$ cat src/rtl/addsub_sequencer_pkg.sv
// Shared types and encodings for the add/subtract accumulate sequencer.
// ctrl_for() maps a state onto the registered datapath controls.
package addsub_pkg;

  typedef enum logic [2:0] {
    ST_IDLE,
    ST_LOAD_A,
    ST_OP_B,
    ST_OP_C,
    ST_OP_D,
    ST_FINISH
  } state_t;

  localparam int NUM_OPS = 3;

  localparam logic [1:0] SEL_B = 2'b00;
  localparam logic [1:0] SEL_C = 2'b01;
  localparam logic [1:0] SEL_D = 2'b10;

  localparam logic OP_ADD = 1'b1;
  localparam logic OP_SUB = 1'b0;

  typedef struct packed {
    logic       s0;
    logic [1:0] sel;      // {s2,s1}
    logic       add_sub;
    logic       done;
    logic       busy;
    logic       valid;
  } ctrl_t;

  localparam ctrl_t CTRL_RST = '{s0: 1'b0, sel: SEL_B, add_sub: OP_ADD,
                                 done: 1'b1, busy: 1'b0, valid: 1'b0};

  function automatic logic [1:0] eff_terms(input logic [1:0] n);
    return (n == 2'd0) ? 2'd1 : n;
  endfunction

  // Selects and add/sub are left untouched where a state does not own them,
  // so the datapath result stays stable while idle.
  function automatic ctrl_t ctrl_for(input state_t st, input logic [NUM_OPS-1:0] ops,
                                     input ctrl_t prev);
    ctrl_t c;
    c       = prev;
    c.valid = 1'b0;
    case (st)
      ST_LOAD_A: begin
        c.s0   = 1'b0;
        c.sel  = SEL_B;
        c.done = 1'b1;
        c.busy = 1'b1;
      end
      ST_OP_B: begin
        c.s0      = 1'b1;
        c.sel     = SEL_B;
        c.add_sub = ops[0];
        c.done    = 1'b0;
        c.busy    = 1'b1;
      end
      ST_OP_C: begin
        c.s0      = 1'b1;
        c.sel     = SEL_C;
        c.add_sub = ops[1];
        c.done    = 1'b0;
        c.busy    = 1'b1;
      end
      ST_OP_D: begin
        c.s0      = 1'b1;
        c.sel     = SEL_D;
        c.add_sub = ops[2];
        c.done    = 1'b0;
        c.busy    = 1'b1;
      end
      ST_FINISH: begin
        c.s0    = 1'b1;
        c.done  = 1'b1;
        c.busy  = 1'b0;
        c.valid = 1'b1;
      end
      default: begin
        c.s0   = 1'b1;
        c.done = 1'b1;
        c.busy = 1'b0;
      end
    endcase
    return c;
  endfunction

endpackage

$ cat src/rtl/addsub_sequencer_if.sv
// Request/control bundle between a requester and the accumulate sequencer.
interface addsub_sequencer_if;
  import addsub_pkg::*;

  logic               start;
  logic [1:0]         num_terms;
  logic [NUM_OPS-1:0] ops;
  logic               s0;
  logic               s1;
  logic               s2;
  logic               addOrSub;
  logic               done;
  logic               busy;
  logic               valid;

  modport master (
    output start, num_terms, ops,
    input  s0, s1, s2, addOrSub, done, busy, valid
  );

  modport slave (
    input  start, num_terms, ops,
    output s0, s1, s2, addOrSub, done, busy, valid
  );

endinterface

$ cat src/rtl/addsub_sequencer_step_timer.sv
// Per-state dwell counter: expire is high in the last cycle of a step.
module step_timer (
  input  logic       clock,
  input  logic       reset,
  input  logic       clear,
  input  logic [3:0] limit,
  output logic       expire
);

  logic [3:0] r_cnt;

  always_ff @(posedge clock or negedge reset) begin
    if (!reset)     r_cnt <= '0;
    else if (clear) r_cnt <= '0;
    else            r_cnt <= r_cnt + 4'd1;
  end

  assign expire = (r_cnt == (limit - 4'd1));

endmodule

$ cat src/rtl/addsub_sequencer.sv
// Sequences LOAD_A then up to three add/sub steps on an external accumulator,
// holding each step STEP_CYCLES cycles and pulsing valid when the result is final.
module addsub_sequencer
  import addsub_pkg::*;
#(
  parameter int STEP_CYCLES = 1
) (
  input  logic              clock,
  input  logic              reset,
  addsub_sequencer_if.slave bus
);

  localparam logic [3:0] STEP_LIM = 4'(STEP_CYCLES);

  state_t             r_state;
  logic [1:0]         r_terms;
  logic [NUM_OPS-1:0] r_ops;
  ctrl_t              r_ctrl;
  logic               w_expire;
  logic               w_clear;

  // Holding the timer clear outside the timed states guarantees a zero count
  // on every entry; the expire edge clears it on state-to-state moves.
  assign w_clear = w_expire | (r_state == ST_IDLE) | (r_state == ST_FINISH);

  step_timer u_step (
    .clock  (clock),
    .reset  (reset),
    .clear  (w_clear),
    .limit  (STEP_LIM),
    .expire (w_expire)
  );

  always_ff @(posedge clock or negedge reset) begin
    if (!reset) begin
      r_state <= ST_IDLE;
      r_terms <= '0;
      r_ops   <= '0;
      r_ctrl  <= CTRL_RST;
    end else begin
      case (r_state)
        ST_IDLE: begin
          if (bus.start) begin
            r_terms <= eff_terms(bus.num_terms);
            r_ops   <= bus.ops;
            r_state <= ST_LOAD_A;
            r_ctrl  <= ctrl_for(ST_LOAD_A, r_ops, r_ctrl);
          end else begin
            r_ctrl  <= ctrl_for(ST_IDLE, r_ops, r_ctrl);
          end
        end
        ST_LOAD_A: begin
          if (w_expire) begin
            r_state <= ST_OP_B;
            r_ctrl  <= ctrl_for(ST_OP_B, r_ops, r_ctrl);
          end
        end
        ST_OP_B: begin
          if (w_expire) begin
            if (r_terms == 2'd1) begin
              r_state <= ST_FINISH;
              r_ctrl  <= ctrl_for(ST_FINISH, r_ops, r_ctrl);
            end else begin
              r_state <= ST_OP_C;
              r_ctrl  <= ctrl_for(ST_OP_C, r_ops, r_ctrl);
            end
          end
        end
        ST_OP_C: begin
          if (w_expire) begin
            if (r_terms == 2'd2) begin
              r_state <= ST_FINISH;
              r_ctrl  <= ctrl_for(ST_FINISH, r_ops, r_ctrl);
            end else begin
              r_state <= ST_OP_D;
              r_ctrl  <= ctrl_for(ST_OP_D, r_ops, r_ctrl);
            end
          end
        end
        ST_OP_D: begin
          if (w_expire) begin
            r_state <= ST_FINISH;
            r_ctrl  <= ctrl_for(ST_FINISH, r_ops, r_ctrl);
          end
        end
        ST_FINISH: begin
          r_state <= ST_IDLE;
          r_ctrl  <= ctrl_for(ST_IDLE, r_ops, r_ctrl);
        end
        default: begin
          r_state <= ST_IDLE;
          r_ctrl  <= ctrl_for(ST_IDLE, r_ops, r_ctrl);
        end
      endcase
    end
  end

  assign bus.s0       = r_ctrl.s0;
  assign bus.s1       = r_ctrl.sel[0];
  assign bus.s2       = r_ctrl.sel[1];
  assign bus.addOrSub = r_ctrl.add_sub;
  assign bus.done     = r_ctrl.done;
  assign bus.busy     = r_ctrl.busy;
  assign bus.valid    = r_ctrl.valid;

endmodule
$ cat src/flat_wrapper.sv
// flat-port wrapper written by rule: the top's interface ports become plain ports
module addsub_sequencer_flat import addsub_pkg::*;
#(
  parameter int STEP_CYCLES = 1
)
  (clock, reset, bus_start, bus_num_terms, bus_ops, bus_s0, bus_s1, bus_s2, bus_addOrSub, bus_done, bus_busy, bus_valid);
  addsub_sequencer_if bus_i ();
  input  logic clock;
  input  logic reset;
  input wire logic [$bits(bus_i.start)-1:0] bus_start;
  input wire logic [$bits(bus_i.num_terms)-1:0] bus_num_terms;
  input wire logic [$bits(bus_i.ops)-1:0] bus_ops;
  output wire logic [$bits(bus_i.s0)-1:0] bus_s0;
  output wire logic [$bits(bus_i.s1)-1:0] bus_s1;
  output wire logic [$bits(bus_i.s2)-1:0] bus_s2;
  output wire logic [$bits(bus_i.addOrSub)-1:0] bus_addOrSub;
  output wire logic [$bits(bus_i.done)-1:0] bus_done;
  output wire logic [$bits(bus_i.busy)-1:0] bus_busy;
  output wire logic [$bits(bus_i.valid)-1:0] bus_valid;
  assign bus_i.start = bus_start;
  assign bus_i.num_terms = bus_num_terms;
  assign bus_i.ops = bus_ops;
  assign bus_s0 = bus_i.s0;
  assign bus_s1 = bus_i.s1;
  assign bus_s2 = bus_i.s2;
  assign bus_addOrSub = bus_i.addOrSub;
  assign bus_done = bus_i.done;
  assign bus_busy = bus_i.busy;
  assign bus_valid = bus_i.valid;
  addsub_sequencer #(.STEP_CYCLES(STEP_CYCLES)) u_core (.clock(clock), .reset(reset), .bus(bus_i));
endmodule
$ cat config.mk
export PLATFORM = sky130hd
export DESIGN_NAME = addsub_sequencer_flat
export DESIGN_NICKNAME = d
export VERILOG_FILES = /design/src/rtl/addsub_sequencer_pkg.sv /design/src/rtl/addsub_sequencer_if.sv /design/src/rtl/addsub_sequencer_step_timer.sv /design/src/rtl/addsub_sequencer.sv /design/src/flat_wrapper.sv
export SDC_FILE = /design/constraint.sdc
export NUM_CORES = 1
export LEC_CHECK = 0
export BUFFER_PORTS_ARGS = -buffer_cell sky130_fd_sc_hd__buf_4
export CELL_PAD_IN_SITES_DETAIL_PLACEMENT = 1
export CELL_PAD_IN_SITES_GLOBAL_PLACEMENT = 1
export CORE_ASPECT_RATIO = 1.5
export CORE_UTILIZATION = 38
export DETAILED_ROUTE_END_ITERATION = 8
export GPL_TIMING_DRIVEN = 1
export HOLD_SLACK_MARGIN = 0.06
export PLACE_DENSITY_LB_ADDON = 0.1
export SLEW_MARGIN = 20
export SYNTH_ARGS = -nofsm -noshare
export SYNTH_HDL_FRONTEND = slang
export SYNTH_SLANG_ARGS = --single-unit
$ cat constraint.sdc
create_clock -name clock -period 1.6 [get_ports clock]
set_input_delay 0.08 -clock clock [delete_from_list [all_inputs] [get_ports clock]]
set_output_delay 0.08 -clock clock [all_outputs]
set_load 0.01 [all_outputs]
==> impl_metrics.env <==
export IMPL_wl_per_cell_um=16.90
export IMPL_h_tree_depth=1
export IMPL_tightest_slew_ns=0.4791
export IMPL_routed_via_density=5.418
export IMPL_setup_violations=5
export IMPL_first_pass_iters=6
export IMPL_n_fill_cell=265
export IMPL_drc=0
export IMPL_tritoncts="built"
export IMPL_busiest_layer="met2"
export IMPL_hold_viol=0
export IMPL_fp_dieArea_sq_um=2854
export IMPL_grt_max_degree=20
export IMPL_fin_cells=158
export IMPL_grtUsageMet1=0.2522
export IMPL_dr_first_iter_drc_count=11
export IMPL_placed_cell_area_sq_um=1249
export IMPL_cts_sinks=19
export IMPL_synth_warnings=0
export IMPL_netlist_area_sq_um=1003
export IMPL_syn_inst=93
export IMPL_post_place_ws_ns=-0.1563
export IMPL_initial_core_util=0.4051
export IMPL_wl_um=2670
export IMPL_cp_data_arrival_time_ns=1.83
export IMPL_worstHoldPathType="input pin to async pin"
export IMPL_hpwl_um=1844
export IMPL_insertion_delay_ns=0.30
export IMPL_yosys_area_top_type="dfrtp_1"
export IMPL_multi_input_area_sq_um=524.3
export IMPL_grt_overflow_total=0
export IMPL_status="finished, violations left"
export IMPL_use_met3=0.01671
export IMPL_synth_edff_count=0
export IMPL_synth_cell_types=38
export IMPL_insertedDiodeCount=0
export IMPL_grt_pass1_vias=980
export IMPL_rsz0062_at_grt="yes"
export IMPL_crit_path_max_fanout=4
export IMPL_die_x_um=43.96
export IMPL_cts_buffer_depth=2
export IMPL_fin_area_sq_um=1411
export IMPL_grt_pass1_wl_um=4560
export IMPL_maxSlewHeadroom=0.6781
export IMPL_critPathCaptureType="register"
export IMPL_synthArstFlopShare=1.000
export IMPL_final_util=0.5697
export IMPL_maxCapViolations=0
export IMPL_ys_seq_elements=19
export IMPL_period_minus_slack_ns=1.640
export IMPL_nets=145
export IMPL_path_class="register to register"
export IMPL_max_vdd_ir_drop_mv=0.6534
export IMPL_syn_to_final_growth_pct=40.65
export IMPL_core_sq_um=2477
export IMPL_antenna_found_initial=0
export IMPL_seq_area_sq_um=478.0
export IMPL_grt_use_total=0.2179
export IMPL_portBuffers=14
export IMPL_start_kind="register"
export IMPL_synthTopCellsByArea="dfrtp_1, dfstp_2, mux2_2"
export IMPL_seq_area_frac_synth=0.4763
export IMPL_numCtsBuffers=3
export IMPL_finalCritPeriodShare=1.025
export IMPL_whs_ns=0.1845
export IMPL_path_clk_slew_ns=0.11
export IMPL_required_ns=1.79
export IMPL_ys_top_cells_by_count="dfrtp_1, nor2_1, o21ai_0"
export IMPL_skew_ns=0.002187
export IMPL_synth_net_count=103
export IMPL_cts_root_buf="clkbuf_4"
export IMPL_p_leak_nw=0.6367
export IMPL_drive_gt1_frac=0.4627
export IMPL_vias=856
export IMPL_gp_congestion=0.7447
export IMPL_met2_usage=0.4086
export IMPL_max_freq_ghz=0.6096
export IMPL_p_per_area_nw_per_um2=1621
export IMPL_violations="negative setup slack"
export IMPL_finalMaxSlewViolations=0
export IMPL_ioPinCount=15
export IMPL_synth_most_common_cell="dfrtp_1"
export IMPL_synth_top_cell_area_share=0.4239
export IMPL_ys_flop_type="dfrtp_1"
export IMPL_syn_avg_cell_area_sq_um=10.79
export IMPL_rows=22
export IMPL_setup_ws_ns=-0.04043
export IMPL_dp_cells=145
export IMPL_drtAntennaViolNets=0
export IMPL_die_y_um=64.94
-- sequential cells by signal, summed over array words and instances, names as in the netlist --
signal               flops
u_core.bus.valid         1
u_core.bus.s0            1
u_core.bus.s1            1
u_core.r_ops             3
u_core.bus.busy          1
u_core.r_state           3
u_core.r_terms           2
u_core.bus.done          1
u_core.bus.s2            1
u_core.u_step.r_cnt      4
u_core.bus.addOrSub      1
-- cells in the final DEF, fill, tap and decap left out, drive strengths merged, types with 3 or more instances in the layout --
| master | netlist | routed |
|---|---|---|
| nor3 | 3 | 3 |
| nor2b | 3 | 3 |
| dlygate4sd3 | 0 | 6 |
| mux2 | 7 | 7 |
| a21oi | 3 | 3 |
| nor2 | 10 | 10 |
| dfrtp | 17 | 17 |
| o21ai | 8 | 8 |
| clkbuf | 1 | 4 |
| buf | 3 | 35 |
| nand2 | 4 | 4 |
| inv | 5 | 5 |
| nand2b | 3 | 3 |
-- kinds of logic (layout without fill, tap and decap cells) --
group                      after synthesis  count (layout)  share of synthesized area
AOI/OAI and AO/OA                       22              22                     0.1534
xor gates and xnor gates                 3               3                    0.02619
adders and majority gates                2               2                    0.02493
buffers and inverters                    9              50                    0.04364
DFF                                     19              19                     0.4763
muxes                                    9               9                     0.1022
and+or+nand+nor                         29              29                     0.1733
-- final timing paths --
check	start	end	slack, ns	cells past startpoint
worst max-delay path	u_core.u_step.r_cnt[0]	u_core.bus.s1	-0.04	6
worst max register to register	u_core.u_step.r_cnt[0]	u_core.bus.s1	-0.04	6
min in group clock	bus_start	u_core.r_ops[0]	0.42	4
max in group asynchronous	reset	u_core.bus.addOrSub	1.15	2
worst min register to register	u_core.r_ops[2]	u_core.r_ops[2]	0.52	1
worst min-delay path	reset	u_core.bus.s0	0.18	2
-- report_power, final --
part           total (mW)  leakage, nW  internal [mW]  switching [mW]
clock network       0.247       0.0150         0.0971           0.150
registers           0.819        0.233          0.665           0.154
logic                1.22        0.388          0.648           0.574
total                2.29        0.637           1.41           0.878
-- what timing repair did --
| item | in CTS | in global routing |
|---|---|---|
| buffers inserted | 2 | 1 |
| hold buffers | 6 | 0 |
| endpoints found under the hold margin | 24 | 0 |
| endpoints found under the setup margin | 11 | 9 |
| pin swaps | 2 | 5 |
| resized for setup | 8 | 10 |
-- critical path, cell delays in order, from the launching register on --
cell and delay [ns]:
dfrtp_1 0.41, inv_2 0.07, ha_4 0.12, or3b_4 0.41, nor2_4 0.12, o21ai_2 0.08
mux2_4 0.32
-- through the flow --
step	TNS [ns]	total power [mW]
after detailed placement	-1.046	1.948
after CTS	-0.4123	2.263
after global routing	-0.5476	2.465
after global placement	-0.2399	1.910
final	-0.1033	2.288
after floorplan	-0.08912	1.464
-- metal layers --
metal  vias to the layer above  part of all wire
met2                        11              0.58
met4                         0            0.0071
met1                       425              0.40
met5                         -                 0
li1                        416                 -
met3                         4             0.016
-- layout make-up --
| cell class | instances | share of cell area |
|---|---|---|
| Sequential cell | 19 | 0.3387 |
| Tap cell | 24 | 0.02128 |
| Timing Repair Buffer | 41 | 0.2367 |
| Inverter | 5 | 0.01330 |
| Multi-Input combinational cell | 65 | 0.3715 |
| Clock buffer | 4 | 0.01862 |
Note: power is estimated with default switching activity, not from simulation.
